$ cat config.mk
export PLATFORM = sky130hd
export DESIGN_NAME = mem_bus_responder_flat
export DESIGN_NICKNAME = d
export VERILOG_FILES = /design/src/rtl/mem_bus_responder_if.sv /design/src/rtl/mem_bus_responder.sv /design/src/flat_wrapper.sv
export SDC_FILE = /design/constraint.sdc
export NUM_CORES = 1
export LEC_CHECK = 0
export ABC_AREA = 0
export ABC_CLOCK_PERIOD_IN_PS = 3100
export CAP_MARGIN = 20
export CORE_ASPECT_RATIO = 1.1
export CORE_UTILIZATION = 44
export DETAILED_ROUTE_END_ITERATION = 16
export GPL_ROUTABILITY_DRIVEN = 0
export PLACE_DENSITY = 0.87
export SLEW_MARGIN = 20
export SYNTH_ARGS = -nofsm -noshare
export SYNTH_HDL_FRONTEND = slang
export SYNTH_SLANG_ARGS = --single-unit
$ cat constraint.sdc
create_clock -name clk_166M66 -period 3.1 [get_ports clk_166M66]
set_clock_uncertainty 0.1 [all_clocks]
set_input_delay 0.775 -clock clk_166M66 [delete_from_list [all_inputs] [get_ports clk_166M66]]
set_output_delay 0.775 -clock clk_166M66 [all_outputs]
set_load 0.02 [all_outputs]
$ cat src/rtl/mem_bus_responder_if.sv
// rtl/mem_bus_responder_if.sv - data bus and SRAM port bundle for mem_bus_responder
// Optional read-parity signals exist only when MBR_RD_PARITY_EN is defined.
interface mem_bus_responder_if #(
    parameter int ADDR_W = 16,
    parameter int DATA_W = 32
);
    logic              i_data_bus_enable;
    logic              i_data_bus_rw;
    logic [ADDR_W-1:0] i_addr;
    logic [DATA_W-1:0] i_wdata;
    logic [DATA_W-1:0] o_rdata;
    logic              o_ack;
    logic              o_busy;
    logic              o_mem_ce;
    logic              o_mem_we;
    logic [ADDR_W-1:0] o_mem_addr;
    logic [DATA_W-1:0] o_mem_wdata;
    logic [DATA_W-1:0] i_mem_rdata;
`ifdef MBR_RD_PARITY_EN
    logic              i_mem_rpar;
    logic              o_rd_err;
`endif

    // Responder side: samples bus requests and SRAM read data, drives everything else.
    modport slave (
`ifdef MBR_RD_PARITY_EN
        input  i_mem_rpar,
        output o_rd_err,
`endif
        input  i_data_bus_enable,
        input  i_data_bus_rw,
        input  i_addr,
        input  i_wdata,
        input  i_mem_rdata,
        output o_rdata,
        output o_ack,
        output o_busy,
        output o_mem_ce,
        output o_mem_we,
        output o_mem_addr,
        output o_mem_wdata
    );

    modport master (
`ifdef MBR_RD_PARITY_EN
        output i_mem_rpar,
        input  o_rd_err,
`endif
        output i_data_bus_enable,
        output i_data_bus_rw,
        output i_addr,
        output i_wdata,
        output i_mem_rdata,
        input  o_rdata,
        input  o_ack,
        input  o_busy,
        input  o_mem_ce,
        input  o_mem_we,
        input  o_mem_addr,
        input  o_mem_wdata
    );
endinterface

$ cat src/rtl/mem_bus_responder.sv
// rtl/mem_bus_responder.sv - data bus target driving a single-port synchronous SRAM
// Optional read parity check enabled by defining MBR_RD_PARITY_EN.
module mem_bus_responder #(
    parameter int ADDR_W = 16,
    parameter int DATA_W = 32,
    parameter int RD_LAT = 2
) (
    input  logic                  clk_166M66,
    input  logic                  mcu_sys_rst_n,
    mem_bus_responder_if.slave    bus
);
    typedef enum logic [1:0] {
        IDLE    = 2'd0,
        ISSUE   = 2'd1,
        RD_WAIT = 2'd2,
        ACK     = 2'd3
    } state_t;

    localparam logic [2:0] RD_LAT_L = 3'(RD_LAT);

    state_t     state;
    logic [2:0] lat_cnt;
    logic       rw_q;

    // Every output is a register so the SRAM pins and bus strobes are glitch-free.
    always_ff @(posedge clk_166M66 or negedge mcu_sys_rst_n) begin
        if (!mcu_sys_rst_n) begin
            state           <= IDLE;
            lat_cnt         <= 3'd0;
            rw_q            <= 1'b0;
            bus.o_rdata     <= '0;
            bus.o_ack       <= 1'b0;
            bus.o_busy      <= 1'b0;
            bus.o_mem_ce    <= 1'b0;
            bus.o_mem_we    <= 1'b0;
            bus.o_mem_addr  <= '0;
            bus.o_mem_wdata <= '0;
`ifdef MBR_RD_PARITY_EN
            bus.o_rd_err    <= 1'b0;
`endif
        end else begin
            case (state)
                IDLE: begin
                    bus.o_ack    <= 1'b0;
                    bus.o_mem_ce <= 1'b0;
                    bus.o_mem_we <= 1'b0;
                    if (bus.i_data_bus_enable) begin
                        rw_q            <= bus.i_data_bus_rw;
                        bus.o_mem_addr  <= bus.i_addr;
                        bus.o_mem_wdata <= bus.i_wdata;
                        bus.o_mem_ce    <= 1'b1;
                        bus.o_mem_we    <= bus.i_data_bus_rw;
                        bus.o_busy      <= 1'b1;
                        state           <= ISSUE;
                    end
                end
                ISSUE: begin
                    bus.o_mem_ce <= 1'b0;
                    bus.o_mem_we <= 1'b0;
                    if (rw_q) begin
                        bus.o_ack <= 1'b1;
                        state     <= ACK;
                    end else begin
                        lat_cnt <= RD_LAT_L;
                        state   <= RD_WAIT;
                    end
                end
                RD_WAIT: begin
                    lat_cnt <= lat_cnt - 3'd1;
                    // Count of 1 marks the cycle the SRAM presents the read word.
                    if (lat_cnt == 3'd1) begin
                        bus.o_rdata  <= bus.i_mem_rdata;
                        bus.o_ack    <= 1'b1;
`ifdef MBR_RD_PARITY_EN
                        bus.o_rd_err <= ^{bus.i_mem_rdata, bus.i_mem_rpar};
`endif
                        state        <= ACK;
                    end
                end
                ACK: begin
                    bus.o_ack    <= 1'b0;
                    bus.o_busy   <= 1'b0;
`ifdef MBR_RD_PARITY_EN
                    bus.o_rd_err <= 1'b0;
`endif
                    state        <= IDLE;
                end
                default: begin
                    bus.o_ack    <= 1'b0;
                    bus.o_busy   <= 1'b0;
                    bus.o_mem_ce <= 1'b0;
                    bus.o_mem_we <= 1'b0;
                    lat_cnt      <= 3'd0;
`ifdef MBR_RD_PARITY_EN
                    bus.o_rd_err <= 1'b0;
`endif
                    state        <= IDLE;
                end
            endcase
        end
    end
endmodule

$ cat src/flat_wrapper.sv
// flat-port wrapper written by rule: the top's interface ports become plain ports
module mem_bus_responder_flat 
#(
    parameter int ADDR_W = 16,
    parameter int DATA_W = 32,
    parameter int RD_LAT = 2
)
  (clk_166M66, mcu_sys_rst_n, bus_i_data_bus_enable, bus_i_data_bus_rw, bus_i_addr, bus_i_wdata, bus_i_mem_rdata, bus_o_rdata, bus_o_ack, bus_o_busy, bus_o_mem_ce, bus_o_mem_we, bus_o_mem_addr, bus_o_mem_wdata);
  mem_bus_responder_if #(.ADDR_W(ADDR_W), .DATA_W(DATA_W)) bus_i ();
  input  logic clk_166M66;
  input  logic mcu_sys_rst_n;
  input wire logic [$bits(bus_i.i_data_bus_enable)-1:0] bus_i_data_bus_enable;
  input wire logic [$bits(bus_i.i_data_bus_rw)-1:0] bus_i_data_bus_rw;
  input wire logic [$bits(bus_i.i_addr)-1:0] bus_i_addr;
  input wire logic [$bits(bus_i.i_wdata)-1:0] bus_i_wdata;
  input wire logic [$bits(bus_i.i_mem_rdata)-1:0] bus_i_mem_rdata;
  output wire logic [$bits(bus_i.o_rdata)-1:0] bus_o_rdata;
  output wire logic [$bits(bus_i.o_ack)-1:0] bus_o_ack;
  output wire logic [$bits(bus_i.o_busy)-1:0] bus_o_busy;
  output wire logic [$bits(bus_i.o_mem_ce)-1:0] bus_o_mem_ce;
  output wire logic [$bits(bus_i.o_mem_we)-1:0] bus_o_mem_we;
  output wire logic [$bits(bus_i.o_mem_addr)-1:0] bus_o_mem_addr;
  output wire logic [$bits(bus_i.o_mem_wdata)-1:0] bus_o_mem_wdata;
  assign bus_i.i_data_bus_enable = bus_i_data_bus_enable;
  assign bus_i.i_data_bus_rw = bus_i_data_bus_rw;
  assign bus_i.i_addr = bus_i_addr;
  assign bus_i.i_wdata = bus_i_wdata;
  assign bus_i.i_mem_rdata = bus_i_mem_rdata;
  assign bus_o_rdata = bus_i.o_rdata;
  assign bus_o_ack = bus_i.o_ack;
  assign bus_o_busy = bus_i.o_busy;
  assign bus_o_mem_ce = bus_i.o_mem_ce;
  assign bus_o_mem_we = bus_i.o_mem_we;
  assign bus_o_mem_addr = bus_i.o_mem_addr;
  assign bus_o_mem_wdata = bus_i.o_mem_wdata;
  mem_bus_responder #(.ADDR_W(ADDR_W), .DATA_W(DATA_W), .RD_LAT(RD_LAT)) u_core (.clk_166M66(clk_166M66), .mcu_sys_rst_n(mcu_sys_rst_n), .bus(bus_i));
endmodule
; ---- Yosys cells after proc, flatten, opt, wreduce, memory -nomap -nowiden
; Index checks and enable logic that the tools add are counted.
[classes]
mux = 15
magnitude_cmp = 0
n_addsub = 1
multipliers = 0
n_div = 0
reduce_logical = 11
eq_ne = 8
shift = 0
bitwise = 0
[ops]
columns = operator, count
row1 = AND reduction 2 bit, 6
row2 = case mux 2 bit (4 select lines), 1
row3 = two-way mux 1 bit, 6
row4 = case mux 1 bit (2 select lines), 3
row5 = case mux 3 bit (2 select lines), 1
row6 = nonzero test 2 bit, 3
row7 = equality test 2 bit (second input constant), 2
row8 = two-way mux 2 bit, 2
row9 = inequality test 2 x 1 -> 1 bit (second input constant), 2
row10 = inequality test 2 bit (second input constant), 2
row11 = equality test 3 x 1 -> 1 bit (second input constant), 1
row12 = two-way mux 3 bit, 1
row13 = case mux 1 bit (3 select lines), 1
row14 = subtractor 3 x 1 -> 3 bit (second input constant), 1
row15 = equality test 2 x 1 -> 1 bit (second input constant), 1
row16 = zero test 2 bit, 1
row17 = OR reduction 2 bit, 1
[word_totals]
out_inout_bits = 84
romBits = 0
in_bits = 84
latchBits = 0
mem_bits_rw = 0
memories = 0
wordCells = 45
reg_bits = 90

; ---- Longest topological paths before layout
[depth]
word_depth = 3
mapped_depth = 6
depth_no_buf = 5

; ---- Least setup slack after synthesis
; No wires, ideal clock.
[synth_timing]
path_type = input-to-reg
start = in bus_i_data_bus_enable
end = reg u_core.state[1]
setup_time_ps = 125
required_time_ps = 2875
n_path_buf = 0
arrival_ps = 1455
path_slack_ps = 1420
stages = 3
cell_sequence = and2b_1 a21oi_1 mux2_2
[synth_via]
elab_chain_cells = 2
[synth_rtl]
columns = item, line
row1 = from (decl), flat_wrapper.sv:12  ; input wire logic [$bits(bus_i.i_data_bus_enable)-1:0] bus_i_data_bus_enable;
row2 = inequality test 2 bit (no source line), --
row3 = AND reduction 2 bit (no source line), --
row4 = to (signal assigned), mem_bus_responder.sv:28  ; state <= IDLE;
row5 = to (signal assigned), mem_bus_responder.sv:54  ; state <= ISSUE;
row6 = to (signal assigned), mem_bus_responder.sv:62  ; state <= ACK;
row7 = to (decl), mem_bus_responder.sv:21  ; state_t state;
; No other way between the ends.
; A chain may end at the register's enable or synchronous reset.

; ---- Worst setup path after layout
[layout_timing]
start = reg u_core.bus.o_rdata[13]
end = out bus_o_rdata[13]
[layout_rtl]
columns = item, line
row1 = from (decl), mem_bus_responder_if.sv:35  ; output o_rdata,
row2 = from (signal assigned), mem_bus_responder.sv:72  ; bus.o_rdata <= bus.i_mem_rdata;
row3 = to (decl), flat_wrapper.sv:17  ; output wire logic [$bits(bus_i.o_rdata)-1:0] bus_o_rdata;
; No word-level cell between the ends.

==> impl_metrics.csv <==
group,metric,value,unit
grt,grt_max_degree,47,
critical_path,cp-start-kind,"flip-flop",
cts,post_cts_resized,0,
critical_path,cpMaxStageDelayCell,"clkdlybuf4s50_1",
critical_path,critical-path-top-delay-family,"buffers and inverters",
drt,drc,0,
sta,tightest_slew,629,ps
synth,synth_area,0.00364,sq mm
floorplan,die_h,97.4,microns
critical_path,end_kind,"primary output",
drt,wire_per_inst,16.4,microns
finish,final_cell_mix,"166 x clkdlybuf4s50_1, 90 x dfrtp_1, 53 x mux2_2",
drt,wirelength_met1,3030,microns
synth,synth_edf_count,0,
finish,num-nets-final,482,
finish,design_area,0.00565,sq mm
placement,portBuffers,167,
sta,fmax,0.450,GHz
critical_path,path_class,"reg2out",
cts,clk_latency,330,ps
status,outcome,"completed",
finish,syn2layout_area_growth,55.1,%
floorplan,rows,34,
synth,yosysUniqueCellTypes,24,
cts,cts_max_level,3,
drt,top_layer_used,"met4",
hold_path,min_path_type,"in2async",
floorplan,start_util,0.458,
grt,antenna_found_initial,0,
synth,seq_area_frac_synth,0.618,
critical_path,cp_max_fo,2,
sta,rsz0062_at_grt,"no",
critical_path,reg2reg_slack,900,ps
sta,final-hold-violation-count,0,
drt,routed_wl,8260,microns
floorplan,fp.dieW,88.8,microns
grt,grt_pass1_vias,2630,
synth,syn_nets,311,
job,maxCapViolCount,0,
finish,final_common_cell,"clkdlybuf4s50_1",
drt,wl_met3,782,microns
floorplan,die_area,0.00865,sq mm
grt,grt_pass1_wl,12800,microns
critical_path,crit_end,"bus_o_rdata[13]",
drt,wl_met2,4390,microns
critical_path,cp_data_required_time,2220,ps
finish,drive_gt1_frac,0.263,
synth,avgSynthCellArea,16.6,sq um
critical_path,rr_startpoint,"u_core.state[0]",
sta,tns,0,ps
floorplan,core,0.00796,sq mm
power,powerDensity,1090,mW/mm^2
placement,place_area,0.00542,sq mm
drt,dr.pass1.iters,4,
critical_path,reg2reg_depth,4,
synth,yosys.area.top_type,"dfrtp_1",
synth,ys_seq_elements,90,
synth,synthCells,220,
floorplan,ioPinCount,168,
critical_path,crit_cells,1,
sta,period_share,0.716,
finish,antenna_cells,0,
cts,clock_path_buffers,2,
critical_path,worstPathArrival,1340,ps
synth,synth_flop_cell,"dfrtp_1",
cts,cts.sinks,90,
synth,synth_area_leaders,"dfrtp_1 62%, mux2_2 16%, mux2_4 12%, ha_1 2.4%, buf_6 0.93%",
power,leakagePower,2.52,nW
grt,grt-ovfl-total,0,
cts,cts_setup_buffers,0,
drt,vias,2404,
sta,drv_slew,0,
power,ir_drop,0.000644,V
cts,hold_buffers,0,
sta,setup_viol,0,
cts,cts_buffers,9,
drt,vias_per_cell,4.77,
critical_path,crit_path_max_incr_delay,630,ps
cts,clkTransAtPathRegs,90,ps
placement,dp_hpwl,6190,microns
cts,cts_tree,"built",
drt,drt_iter0_markers,45,
sta,maxSlewHeadroom,0.581,
critical_path,worstPathCellList,"clkdlybuf4s50_1",
sta,finalCriticalPeriod,2220,ps
synth,async_reset_ff_frac,1.00,
synth,synth_top_area_frac,0.618,
synth,yosysWarningCount,0,
cts,root_buffer,"clkbuf_8",
critical_path,worst-path-buf-inv,1,
drt,postRouteAntennaNets,0,
grt,track_usage,0.198,
critical_path,rr_endpoint,"u_core.bus.o_rdata[2]",
critical_path,crit_path_start,"u_core.bus.o_rdata[13]",
cell families after synthesis:
family,after synthesis,synth area share
adder cells (fa/ha/maj),7,0.0240
flip-flops,90,0.618
AND/OR/NAND/NOR,14,0.0244
buffers and inverters,13,0.0223
AO/OA/AOI/OAI,13,0.0237
multiplexers,83,0.287
flip-flops by register name, indices dropped and copies added, names as in the netlist:
name,cells
u_core.bus.o_mem_wdata,32
u_core.bus.o_rdata,32
u_core.state,2
u_core.lat_cnt,3
u_core.bus.o_busy,1
u_core.bus.o_mem_ce,1
u_core.rw_q,1
u_core.bus.o_mem_we,1
u_core.bus.o_mem_addr,16
u_core.bus.o_ack,1
layer usage:
| layer | global-route usage | vias up |
|---|---|---|
| met5 | 0 | - |
| met4 | 0.0620 | 0 |
| met3 | 0.0714 | 8 |
| met2 | 0.350 | 100 |
| met1 | 0.217 | 1187 |
| li1 | - | 1109 |
where the power goes:
part / total [mW] / switching [mW] / leakage, nW / internal [mW]
logic: 3.18 / 1.40 / 1.35 / 1.78
registers: 2.10 / 0.328 / 1.06 / 1.77
clock network: 0.888 / 0.406 / 0.108 / 0.482
per-stage QoR:
stage | cells | power (mW) | setup WS (ps) | hold WS, ps | util
finish | 504 | 6.17 | 880 | 319 | 0.710
global route | 504 | 6.51 | 781 | 342 | 0.710
CTS | 504 | 6.24 | 847 | 327 | 0.710
detailed placement | 488 | 5.32 | 630 | 391 | 0.682
global placement | 488 | 5.21 | 656 | 389 | 0.682
floorplan | 220 | 3.82 | 1420 | 379 | -
synthesized netlist by cell type (all sizes together), types with 2 or more instances:
master / n
dfrtp: 90
mux2: 83
buf: 9
ha: 7
a21oi: 5
inv: 4
nand2: 4
nand2b: 3
nand3: 2
o21ai: 2
worst reg2reg max path, cell delays in order, from the launching register on:
cell,delay [ps]
dfrtp_1,420
inv_1,130
ha_1,380
nand3b_4,520
mux2_4,520
area by class of cell:
cell class                 instances  area (sq um)
inverter                           4          15.0
clock inverter                     5          86.3
timing repair buffer             169          1710
fill                             578          2300
sequential                        90          2250
tap                              108           135
clock buffer                      11           141
multi-input combinational        117          1310
worst min-delay path by stage:
stage / cells after the start / start / end / slack [ps]
3_5_place_dp: 1 / u_core.bus.o_rdata[7] / u_core.bus.o_rdata[7] / 390
4_1_cts: 1 / mcu_sys_rst_n / u_core.bus.o_rdata[23] / 330
5_1_grt: 1 / mcu_sys_rst_n / u_core.bus.o_rdata[23] / 340
6_report: 1 / mcu_sys_rst_n / u_core.bus.o_rdata[23] / 320
3_3_place_gp: 1 / u_core.bus.o_mem_wdata[9] / u_core.bus.o_mem_wdata[9] / 390
2_1_floorplan: 0 / mcu_sys_rst_n / u_core.bus.o_ack / 380
Note: power is estimated with default switching activity, not from simulation.
